## src/rtl/maj_chain_sequencer.sv

```systemverilog
// Time-multiplexed majority-chain classifier: one shared MAJ3 unit walks a
// small writable program of majority nodes, one node per clock, and returns
// the last node's value as the class bit.
module maj_chain_sequencer #(
  parameter int unsigned NUM_NODES = 5,
  parameter int unsigned OP_W      = 5
) (
  input  logic                clk,
  input  logic                rst_n,
  input  logic                in_valid,
  output logic                in_ready,
  input  logic [6:0]          x,
  output logic                out_valid,
  input  logic                out_ready,
  output logic                out,
  input  logic                cfg_we,
  input  logic [2:0]          cfg_addr,
  input  logic [3*OP_W-1:0]   cfg_data,
  output logic                cfg_busy
);

  localparam int unsigned CFG_W     = 3 * OP_W;
  localparam int unsigned IDX_W     = 3;
  localparam int unsigned MAX_NODES = 8;
  localparam int unsigned SEL_W     = OP_W - 1;
  localparam logic [IDX_W-1:0] LAST_IDX = IDX_W'(NUM_NODES - 1);

  typedef enum logic [1:0] {
    S_IDLE,
    S_EVAL,
    S_DONE
  } state_t;

  state_t                 r_state;
  state_t                 w_state_nx;
  logic                   w_accept;
  logic                   r_in_ready;
  logic                   r_out_valid;
  logic                   r_busy;
  logic                   r_out;
  logic [6:0]             r_x;
  logic [IDX_W-1:0]       r_idx;
  logic [MAX_NODES-1:0]   r_node;
  logic [CFG_W-1:0]       r_prog [NUM_NODES];
  logic [CFG_W-1:0]       w_cur;
  logic [2:0]             w_val;
  logic                   w_maj;

  // Power-on / reset contents of each program slot.
  function automatic logic [CFG_W-1:0] dflt_prog(input int unsigned k);
    case (k)
      0:       return {OP_W'(3),  OP_W'(2), OP_W'(1)};
      1:       return {OP_W'(8),  OP_W'(4), OP_W'(2)};
      2:       return {OP_W'(9),  OP_W'(6), OP_W'(1)};
      3:       return {OP_W'(10), OP_W'(5), OP_W'(4)};
      4:       return {OP_W'(11), OP_W'(8), OP_W'(0)};
      default: return {OP_W'(7),  OP_W'(7), OP_W'(7)};
    endcase
  endfunction

  assign in_ready  = r_in_ready;
  assign out_valid = r_out_valid;
  assign cfg_busy  = r_busy;
  assign out       = r_out;

  // Next-state logic for the IDLE -> EVAL -> DONE sequence.
  always_comb begin
    w_state_nx = r_state;
    w_accept   = 1'b0;
    case (r_state)
      S_IDLE: begin
        if (in_valid) begin
          w_accept   = 1'b1;
          w_state_nx = S_EVAL;
        end
      end
      S_EVAL: begin
        if (r_idx == LAST_IDX) w_state_nx = S_DONE;
      end
      S_DONE: begin
        if (out_ready) w_state_nx = S_IDLE;
      end
      default: w_state_nx = S_IDLE;
    endcase
  end

  // State register plus handshake/status flags registered from the next state.
  always_ff @(posedge clk) begin
    if (!rst_n) begin
      r_state     <= S_IDLE;
      r_in_ready  <= 1'b1;
      r_out_valid <= 1'b0;
      r_busy      <= 1'b0;
    end else begin
      r_state     <= w_state_nx;
      r_in_ready  <= (w_state_nx == S_IDLE);
      r_out_valid <= (w_state_nx == S_DONE);
      r_busy      <= (w_state_nx != S_IDLE);
    end
  end

  // Operand fetch and the shared MAJ3; nodes at or beyond idx read as 0.
  always_comb begin
    w_cur = r_prog[r_idx];
    w_val = '0;
    for (int j = 0; j < 3; j++) begin : g_opnd
      logic [OP_W-1:0]  w_op;
      logic [SEL_W-1:0] w_sel;
      logic             w_bit;
      w_op  = w_cur[j*OP_W +: OP_W];
      w_sel = w_op[SEL_W-1:0];
      w_bit = 1'b0;
      if (w_sel < SEL_W'(7)) begin
        w_bit = r_x[w_sel[2:0]];
      end else if (w_sel[SEL_W-1] && (w_sel[2:0] < r_idx)) begin
        w_bit = r_node[w_sel[2:0]];
      end
      w_val[j] = w_bit ^ w_op[OP_W-1];
    end
    w_maj = (w_val[0] & w_val[1]) | (w_val[0] & w_val[2]) | (w_val[1] & w_val[2]);
  end

  // Program store, sample capture, node evaluation and result register.
  always_ff @(posedge clk) begin
    if (!rst_n) begin
      r_x    <= '0;
      r_idx  <= '0;
      r_node <= '0;
      r_out  <= 1'b0;
      for (int k = 0; k < NUM_NODES; k++) r_prog[k] <= dflt_prog(k);
    end else begin
      if ((r_state == S_IDLE) && cfg_we && (4'(cfg_addr) < 4'(NUM_NODES))) begin
        r_prog[cfg_addr] <= cfg_data;
      end
      if (w_accept) begin
        r_x    <= x;
        r_idx  <= '0;
        r_node <= '0;
      end else if (r_state == S_EVAL) begin
        r_node[r_idx] <= w_maj;
        if (r_idx == LAST_IDX) begin
          r_out <= w_maj;
          r_idx <= '0;
        end else begin
          r_idx <= r_idx + IDX_W'(1);
        end
      end
    end
  end

endmodule

```

## config.mk

```make
export PLATFORM = sky130hd
export DESIGN_NAME = maj_chain_sequencer
export DESIGN_NICKNAME = d
export VERILOG_FILES = /design/src/rtl/maj_chain_sequencer.sv
export SDC_FILE = /design/constraint.sdc
export NUM_CORES = 1
export LEC_CHECK = 0
export CAP_MARGIN = 20
export CELL_PAD_IN_SITES_DETAIL_PLACEMENT = 1
export CELL_PAD_IN_SITES_GLOBAL_PLACEMENT = 2
export CORE_UTILIZATION = 47
export DETAILED_ROUTE_END_ITERATION = 8
export PLACE_DENSITY = 0.87
export REMOVE_ABC_BUFFERS = 1
export SETUP_SLACK_MARGIN = 0.3
export SLEW_MARGIN = 25
export SYNTH_ARGS = -nofsm -noshare
export SYNTH_HDL_FRONTEND = slang
export SYNTH_SLANG_ARGS = --single-unit
```

## constraint.sdc

```tcl
create_clock -name clk -period 7.3 [get_ports clk]
set_clock_uncertainty 0.15 [all_clocks]
set_input_delay 1.825 -clock clk [delete_from_list [all_inputs] [get_ports clk]]
set_output_delay 1.825 -clock clk [all_outputs]
set_load 0.02 [all_outputs]
```

# [After elaboration in Yosys (flattened, before gate mapping)]
# Memories as Yosys holds them, arrays and structs flattened. A register that Yosys moved wholly into a read port is not among the register bits.
# Cells that the tools add are included.
[word_totals] in_bits=30 reg_bits=24 n_memories=1 word_cells=90 mem_bits_ro=0 ramBits=75 output_inout_bits=4 latch_bits=0
[op_classes] add_sub_neg=1 multipliers=0 magnitude_cmp=12 bitwise=10 shift=0 mux=42 div=0 reduce_logical=12 eq_ne=4
[memory_table] memory="r_prog" depth=5 word_bits=15 rd=1 rd_ports_with_merged_regs=1 wr=5 line="44" source="logic [CFG_W-1:0] r_prog [NUM_NODES];"
[ops] cell="15-bit two-way mux" count=6
[ops] cell="1-bit two-way mux" count=20
[ops] cell="1-bit binary-select mux with 3-bit select" count=6
[ops] cell="3-bit by 4-bit less-than comparator with 1-bit output, second input constant" count=4
[ops] cell="15-bit OR reduction" count=1
[ops] cell="4-bit by 3-bit less-than comparator with 1-bit output, second input constant" count=3
[ops] cell="3-bit two-way mux" count=4
[ops] cell="3-bit less-than comparator" count=3
[ops] cell="8-bit bitwise mux" count=1
[ops] cell="1-bit logical AND" count=6
[ops] cell="2-bit two-way mux" count=3
[ops] cell="2-bit one-hot mux with 3 select lines" count=1
[ops] cell="2-bit equality test, second input constant" count=2
[ops] cell="2-bit zero test" count=2
[ops] cell="3-bit by 1-bit adder with 3-bit output, second input constant" count=1
[ops] cell="1-bit bitwise AND" count=3
[ops] cell="1-bit demux with 3-bit select" count=1
[ops] cell="3-bit equality test, second input constant" count=1
[ops] cell="3-bit by 1-bit >= comparator with 1-bit output, second input constant" count=1
[ops] cell="3-bit less-than comparator, second input constant" count=1
[ops] cell="3-bit AND reduction" count=1
[ops] cell="1-bit XOR" count=3
[ops] cell="2-bit by 1-bit equality test with 1-bit output, second input constant" count=1
[ops] cell="1-bit inverter" count=2
[ops] cell="other kinds (3)" count=4

# [Logic depth before layout (Yosys ltp)]
# Gate-level depths: netlist of the first run.
[depth] ltp_word=9 mapped_depth=15 mapped_depth_nobuf=12

# [Least setup slack after synthesis of the first run]
# No wires, ideal clock.
[synth_timing] path_type="input port to flip-flop" from="input rst_n" to="memory r_prog[1][0] (netlist name) (enable)" setup_time_ns=0.373 stages=4 required_ns=6.777 arrival_ns=3.381 path_buffers=1 path_slack_ns=3.395 cell_sequence="clkbuf_1 > nand3_1 > nor4b_1 > nand2b_1"
[synth_rtl] item="start: declaration" line="9" source="input logic rst_n,"
[synth_rtl] item="end: declaration" line="44"

==> results of run 1 <==
## layout by cell type, fill, tap and decap left out, types with 7 or more instances in the layout
| cell | Yosys | layout |
|---|---|---|
| a21oi_1 | 7 | 7 |
| inv_1 | 11 | 11 |
| conb_1 | 1 | 45 |
| edfxtp_1 | 120 | 120 |
| mux2i_1 | 33 | 33 |
| clkdlybuf4s50_1 | 0 | 33 |
| o31ai_2 | 8 | 8 |
| nand3_1 | 15 | 15 |
| and3_1 | 23 | 23 |
| o21ai_0 | 11 | 11 |
| nand2b_1 | 30 | 30 |
| a21boi_0 | 7 | 7 |
| nand2_1 | 38 | 38 |
| clkbuf_16 | 0 | 17 |
| dfxtp_1 | 27 | 25 |
| and2_1 | 37 | 37 |
| mux4_2 | 21 | 21 |
| ha_1 | 8 | 8 |
| nor2_1 | 14 | 14 |
## flip-flops by register name (all words and copies together), names as in the netlist, named ones only
name and flops:
cfg_busy 1, in_ready 1, out 1, out_valid 1, r_idx 3, r_node 8, r_prog 120, r_state 2
r_x 7
## synthesized netlist by cell type (4+ instances only)
cell type  instances  share of area
dfxtp_1           27          0.077
mux4_1             4          0.015
nand2b_1          30          0.027
a21boi_0           7         0.0075
nor2b_1            5         0.0045
nor2_1            14         0.0075
mux4_2            21          0.067
nand2_1           38          0.020
a211oi_1           4         0.0043
a31oi_1            5         0.0045
and3_1            23          0.020
nor3_1             5         0.0036
ha_1               8          0.014
buf_2              6         0.0043
mux2i_1           33          0.047
and2_1            37          0.033
o31ai_2            8          0.014
buf_6              4         0.0064
clkbuf_1          13         0.0069
edfxtp_1         120           0.51
nand3_1           15          0.011
mux2_2             6         0.0096
o21ai_0           11         0.0078
inv_1             11         0.0059
a21oi_1            7         0.0050
## power by group
part           switching, mW  total (mW)  internal (mW)
sequential            0.0174       0.966          0.948
clock                  0.359       0.902          0.543
combinational         0.0960       0.164         0.0683
total                  0.472        2.03           1.56
## layout make-up
cell class                      count  area, µm²
Clock buffer                       18        429
Clock inverter                     14        178
Fill cell                        1452       6290
Inverter                           13       48.8
Multi-Input combinational cell    368       2840
Sequential cell                   147       4150
Tap cell                          184        230
Timing Repair Buffer               39        375
## metal layers
metal	wire [µm]	share of wire	global-route usage
met2	8270	0.52	0.380
met5	0	0	0
met3	490	0.031	0.0491
met1	6890	0.43	0.266
met4	404	0.025	0.0971
## worst max-delay path, stage by stage
cell	delay, ns
clkdlybuf4s50_1	0.91
nand3_1	0.37
nor3b_2	0.62
nor2b_1	0.25
nand2b_1	0.70
## final timing paths
path / startpoint / to / cells past startpoint
max: rst_n / r_prog[2][7]$_SDFFCE_PN1P_ / 5
min: r_x[5]$_SDFFE_PN0P_ / r_x[5]$_SDFFE_PN0P_ / 2
max reg2reg: flop / r_node[2]$_SDFFE_PP0P_ / 12
min reg2reg: r_x[5]$_SDFFE_PN0P_ / r_x[5]$_SDFFE_PN0P_ / 2
## through the flow
stage	power [mW]	worst slack [ns]
floorplan	1.08	3.11
global placement	1.14	1.96
detailed placement	1.15	1.78
CTS	2.05	2.20
global route	2.10	2.31
finish	2.03	2.52
## cell families (layout without fill, tap and decap cells)
kind of cell	Yosys count	after routing	synth area share
AOI/OAI and AO/OA	63	63	0.0682
xor gates and xnor gates	3	3	0.00374
adders and majority gates	9	9	0.0162
buffers and inverters	41	84	0.0330
DFF	147	147	0.590
muxes	68	68	0.148
other	1	45	0.000534
and+or+nand+nor	180	180	0.141
==> impl_results.rst, run 1 <==
.. list-table::
   :header-rows: 1

   * - Metric
     - Value
   * - Core outline area
     - 14500 µm²
   * - Remaining Overflow, GRT
     - 0
   * - Via density per instance
     - 5.60
   * - Via count
     - between 4000 and 5000
   * - CTS Hold Buffers Added
     - 0
   * - Pleak
     - 2.93 nW
   * - Final Cycle Share
     - 0.655
   * - Initial antenna violation count
     - 0
   * - Fraction of layout instances using a drive strength above 1
     - 0.140
   * - Critical Path AT
     - approximately 4.7 ns
   * - Cell area power density
     - around 250 nW/µm²
   * - Area overhead of the layout relative to synthesis
     - 17.4%
   * - Number of clock buffers inserted by TritonCTS
     - 17
   * - Core utilization of the finished layout
     - 0.567
   * - Kind of critical path
     - primary input to flop
   * - Latest clock arrival within the worst-skew pair
     - between 0.4 and 0.5 ns
   * - Maximum resistive drop on vdd
     - roughly 190 µV
   * - Worst hold margin
     - 0.353 ns
   * - Final period demand of the worst path
     - ~4.8 ns
   * - Number of post-CTS setup repair buffers
     - 0
   * - Hold crit path type
     - flop to flop
   * - DRC marker count from the first detailed-route iteration
     - 208
   * - Outcome
     - complete, no violations
   * - Startpoint type of the worst setup path
     - primary input
   * - Required time of the critical path
     - 7.20 ns
   * - Top FF cell, synth
     - edfxtp_1
   * - Instance count of the mapped netlist
     - ~510
   * - Total global-route track usage
     - 0.221
   * - FMAX
     - between 0.2 and 0.25 GHz
   * - Detail Route Antenna Nets
     - 0
   * - Initial standard-cell utilization of the core
     - 0.483
   * - Die extent in y
     - approximately 120 µm
   * - Number of unique standard cell types used by synthesis
     - 60
   * - Clock sink total
     - 147
   * - Post-route DRC
     - 0
   * - Number of storage elements in the synthesis netlist
     - 147
   * - CTS tree
     - built
   * - Highest net fanout along the worst path
     - 19
   * - Cell Count Post-Placement
     - roughly 750
   * - Average routed wire per standard cell
     - about 21 µm
   * - Final-layout setup total negative slack
     - 0 ns
   * - Register-to-Register Setup Slack
     - around 3.4 ns
   * - Chip width
     - between 100 and 150 µm
   * - Number of buffers on the longest clock path
     - 2
   * - Die area
     - about 15000 µm²
   * - Root buffer cell
     - clkbuf_16
   * - Number of pins exceeding their max-slew limit in the final report
     - 0
   * - Count of final setup violators
     - 0
   * - Hold Vio Cnt, Final
     - 0
   * - Max-cap violations
     - 0
   * - Global-route wire length before repair
     - around 25000 µm
   * - Post-Syn Area per Cell
     - about 14 µm²
   * - Non-filler instance count after layout
     - between 700 and 800
   * - Total inserted antenna cells
     - 0
   * - Post-Synthesis Cell Area
     - ~7000 µm²
   * - Final Wtd Congestion
     - around 0.83
   * - IO Pins
     - 34
   * - Dpl cell area
     - roughly 7600 µm²
   * - DRT Wirelength
     - between 15000 and 20000 µm
   * - Part of the Yosys area used for sequential elements
     - 0.590
   * - Crit. End Element
     - flop
   * - Setup repair after global routing missed its margin
     - no
   * - Slew at the pin with the worst max-slew slack
     - ~0.93 ns
   * - Vias in the first global route
     - 4553
   * - Detailed Routing Iterations Pass 1
     - 6
   * - Ys Warns
     - 0
   * - # resized after CTS
     - 0
   * - Number of enable flip-flop cells after synthesis
     - 120
   * - Asr flop ratio synth
     - 0
   * - Pin count of the biggest net entering global routing
     - 44
   * - Number of buffers added on ports
     - 33
   * - Net count reported at finish
     - 624
   * - Layout Cell Area excl Fill
     - approximately 8200 µm²
   * - Max-slew headroom
     - 0.378
   * - Clock transition at the register clock pins on the worst setup and hold paths after CTS
     - roughly 0.06 ns
   * - Detailed-placement wirelength estimate
     - approximately 11000 µm
   * - Number of standard-cell rows in the floorplan
     - between 40 and 50
   * - Number of levels the H-tree was split into
     - 4
(Power assumes the default switching activity.)
==> inputs of run 2 (changes only) <==
- CORE_UTILIZATION: 47 -> 43
- PLACE_DENSITY: 0.87 -> 0.81
- clock period: 7.3 -> 4.9 ns (I/O delays scaled with it)
==> run 2 against run 1 <==
  * Critical endpoint is now r_node[3]$_SDFFE_PP0P_
  * Sequential power increased by 50%
  * Cell count increased by 5.2%
  * First-iteration DRC count increased by 38%
  * Worst hold slack got worse by 0.018 ns
  * Sequential cell count unchanged
  * Non-clock buffer count increased by 9
  * Via count increased by 1.4%
  * Utilization decreased by 4.5 points
  * Die area increased by 9.2%
  * Global-route usage increased by 1.1 points
  * Largest cell class unchanged
  * Cell area increased by 1.0%
  * Routed wire length increased by 9.7%
==> impl_results.rst, run 2 (synthesized netlist as in run 1, its figures left out) <==
.. list-table::
   :header-rows: 1

   * - Metric
     - Value
   * - Max-cap violations
     - 0
   * - Critical Path Max Stage Delay
     - roughly 0.76 ns
   * - Number of standard-cell rows in the floorplan
     - 46
   * - Register-to-Register Setup Slack
     - 0.82 ns
   * - Setup repair after global routing missed its margin
     - no
   * - Cell area power density
     - 362 nW/µm²
   * - Number of buffers on the longest clock path
     - 2
   * - Crit. End Element
     - flop
   * - Max-slew headroom
     - 0.352
   * - Register with the most flip-flops
     - r_prog
   * - Number of levels the H-tree was split into
     - 4
   * - Net count reported at finish
     - around 630
   * - Total global-route track usage
     - 0.232
   * - Smallest setup slack after layout
     - roughly 0.8 ns
   * - Kind of critical path
     - flop to flop
   * - Clock transition at the register clock pins on the worst setup and hold paths after CTS
     - around 0.060 ns
   * - Capture point of the worst reg-to-reg path
     - r_node[3]$_SDFFE_PP0P_
   * - Startpoint type of the worst setup path
     - flop
   * - Post-route DRC
     - 0
   * - Core outline area
     - between 15000 and 20000 µm²
   * - DRT Wirelength
     - roughly 18000 µm
   * - Largest registers ranked by flip-flop count
     - r_prog x120, r_node x8, r_x x7
   * - Total inserted antenna cells
     - 0
   * - Final Wtd Congestion
     - 0.888
   * - Most common library cell in the layout ignoring fill and taps
     - edfxtp_1
   * - Area overhead of the layout relative to synthesis
     - 18.6%
   * - Detailed-placement wirelength estimate
     - approximately 12000 µm
   * - Average routed wire per standard cell
     - roughly 21 µm
   * - Setup slack after placement
     - about 0.62 ns
   * - Initial antenna violation count
     - 0
   * - FMAX
     - 0.245 GHz
   * - DRC marker count from the first detailed-route iteration
     - 288
   * - Slew at the pin with the worst max-slew slack
     - about 0.97 ns
   * - CTS Hold Buffers Added
     - 0
   * - Pleak
     - ~3.0 nW
   * - Detail Route Antenna Nets
     - 0
   * - CTS tree
     - built
   * - Cell type of the slowest stage on the worst timing path
     - dfxtp_2
   * - Initial standard-cell utilization of the core
     - 0.441
   * - Dpl cell area
     - approximately 7700 µm²
   * - Fraction of layout instances using a drive strength above 1
     - 0.151
   * - Final period demand of the worst path
     - a little over 4 ns
   * - Die area
     - about 17000 µm²
   * - Hold Vio Cnt, Final
     - 0
   * - Root buffer cell
     - clkbuf_16
   * - Via count
     - about 4400
   * - Buffers & Inverters on Critical Path
     - 1
   * - Cell family with the largest share of critical-path delay
     - compound AO/OA/AOI/OAI gates
   * - Via density per instance
     - ~5.4
   * - IO Pins
     - 34
   * - Layout Cell Area excl Fill
     - about 8300 µm²
   * - Chip width
     - 130 µm
   * - Commonest cells after routing, fill and taps aside
     - edfxtp_1 (120), conb_1 (45), nand2_1 (38), and2_1 (37)
   * - Number of pins exceeding their max-slew limit in the final report
     - 0
   * - Number of post-CTS setup repair buffers
     - 0
   * - Remaining Overflow, GRT
     - 0
   * - Maximum resistive drop on vdd
     - approximately 210 µV
   * - Critical Path End
     - r_node[3]$_SDFFE_PP0P_
   * - Cell Chain, Critical Path
     - buf_4 -> mux4_2 -> mux2_4 -> ha_1 -> o21ai_0 -> a31oi_1 -> a21oi_1 -> nand2_1 -> o22ai_1 -> xor2_1 -> maj3_4 -> o31ai_2
   * - Die extent in y
     - between 100 and 150 µm
   * - Final Cycle Share
     - 0.832
   * - Highest net fanout along the worst path
     - 26
   * - Number of clock buffers inserted by TritonCTS
     - 17
   * - Detailed Routing Iterations Pass 1
     - 4
   * - Final-layout setup total negative slack
     - 0 ns
   * - Count of final setup violators
     - 0
   * - Number of buffers added on ports
     - 33
   * - Number of cells on the worst reg-to-reg path
     - 12
   * - Outcome
     - complete, no violations
   * - Latest clock arrival within the worst-skew pair
     - roughly 0.43 ns
   * - Critical Path AT
     - between 4 and 5 ns
   * - Required time of the critical path
     - roughly 5.1 ns
   * - Pin count of the biggest net entering global routing
     - 30
   * - Clock sink total
     - around 150
   * - Hold crit path type
     - flop to flop
   * - Fill cell count
     - 1620
   * - Global-route wire length before repair
     - around 28000 µm
   * - Vias in the first global route
     - around 4800
   * - Number of flip-flops in the largest register
     - 120
   * - Cell depth of the worst setup path
     - 12
run 2: worst min path at each step:
stage                        start                  end  cells past startpoint
6_report       r_x[5]$_SDFFE_PN0P_  r_x[5]$_SDFFE_PN0P_                      2
5_1_grt        r_x[1]$_SDFFE_PN0P_  r_x[1]$_SDFFE_PN0P_                      2
4_1_cts        r_x[1]$_SDFFE_PN0P_  r_x[1]$_SDFFE_PN0P_                      2
3_5_place_dp   r_x[1]$_SDFFE_PN0P_  r_x[1]$_SDFFE_PN0P_                      2
3_3_place_gp   r_x[5]$_SDFFE_PN0P_  r_x[5]$_SDFFE_PN0P_                      2
2_1_floorplan  r_x[1]$_SDFFE_PN0P_  r_x[1]$_SDFFE_PN0P_                      2
run 2: metrics by stage:
stage,total power [mW],utilization,std cells,hold WS [ns]
floorplan,1.61,-,528,0.293
global placement,1.71,0.485,792,0.311
detailed placement,1.72,0.485,792,0.332
CTS,3.04,0.522,824,0.341
global route,3.11,0.522,824,0.380
finish,3.02,0.522,824,0.335
run 2: layout make-up:
cell class | instances | area, µm² | share of cell area
sequential | 147 | 4150 | 0.498
timing repair buffer | 48 | 443 | 0.0532
multi-input combinational | 368 | 2830 | 0.339
tap | 216 | 270 | 0.0325
clock inverter | 13 | 159 | 0.0191
clock buffer | 19 | 433 | 0.0520
inverter | 13 | 48.8 | 0.00586
run 2: worst register-to-register path: cells and delay by family, from the launching register on:
kind	cells	cell delay (ns)
AO/OA/AOI/OAI	5	0.96
flip-flops	1	0.76
multiplexers	2	0.73
adder cells (fa/ha/maj)	2	0.72
buffers and inverters	1	0.44
XOR/XNOR	1	0.15
AND/OR/NAND/NOR	1	0.09
run 2: what timing repair did:
| item | 4_1_cts | 5_1_grt |
|---|---|---|
| gates resized for setup | 0 | 1 |
| hold endpoints to repair | 0 | 0 |
| setup endpoints to repair | 0 | 4 |
run 2: metal layers:
metal,track usage,share of wire,vias up
li1,-,-,2054
met1,0.285,0.43,2307
met2,0.408,0.53,62
met3,0.0476,0.024,23
met4,0.0787,0.020,0
met5,0,0,-
run 2: power breakdown:
group	switching [mW]	internal, mW
clock network	0.522	0.799
registers	0.0350	1.41
logic	0.141	0.106
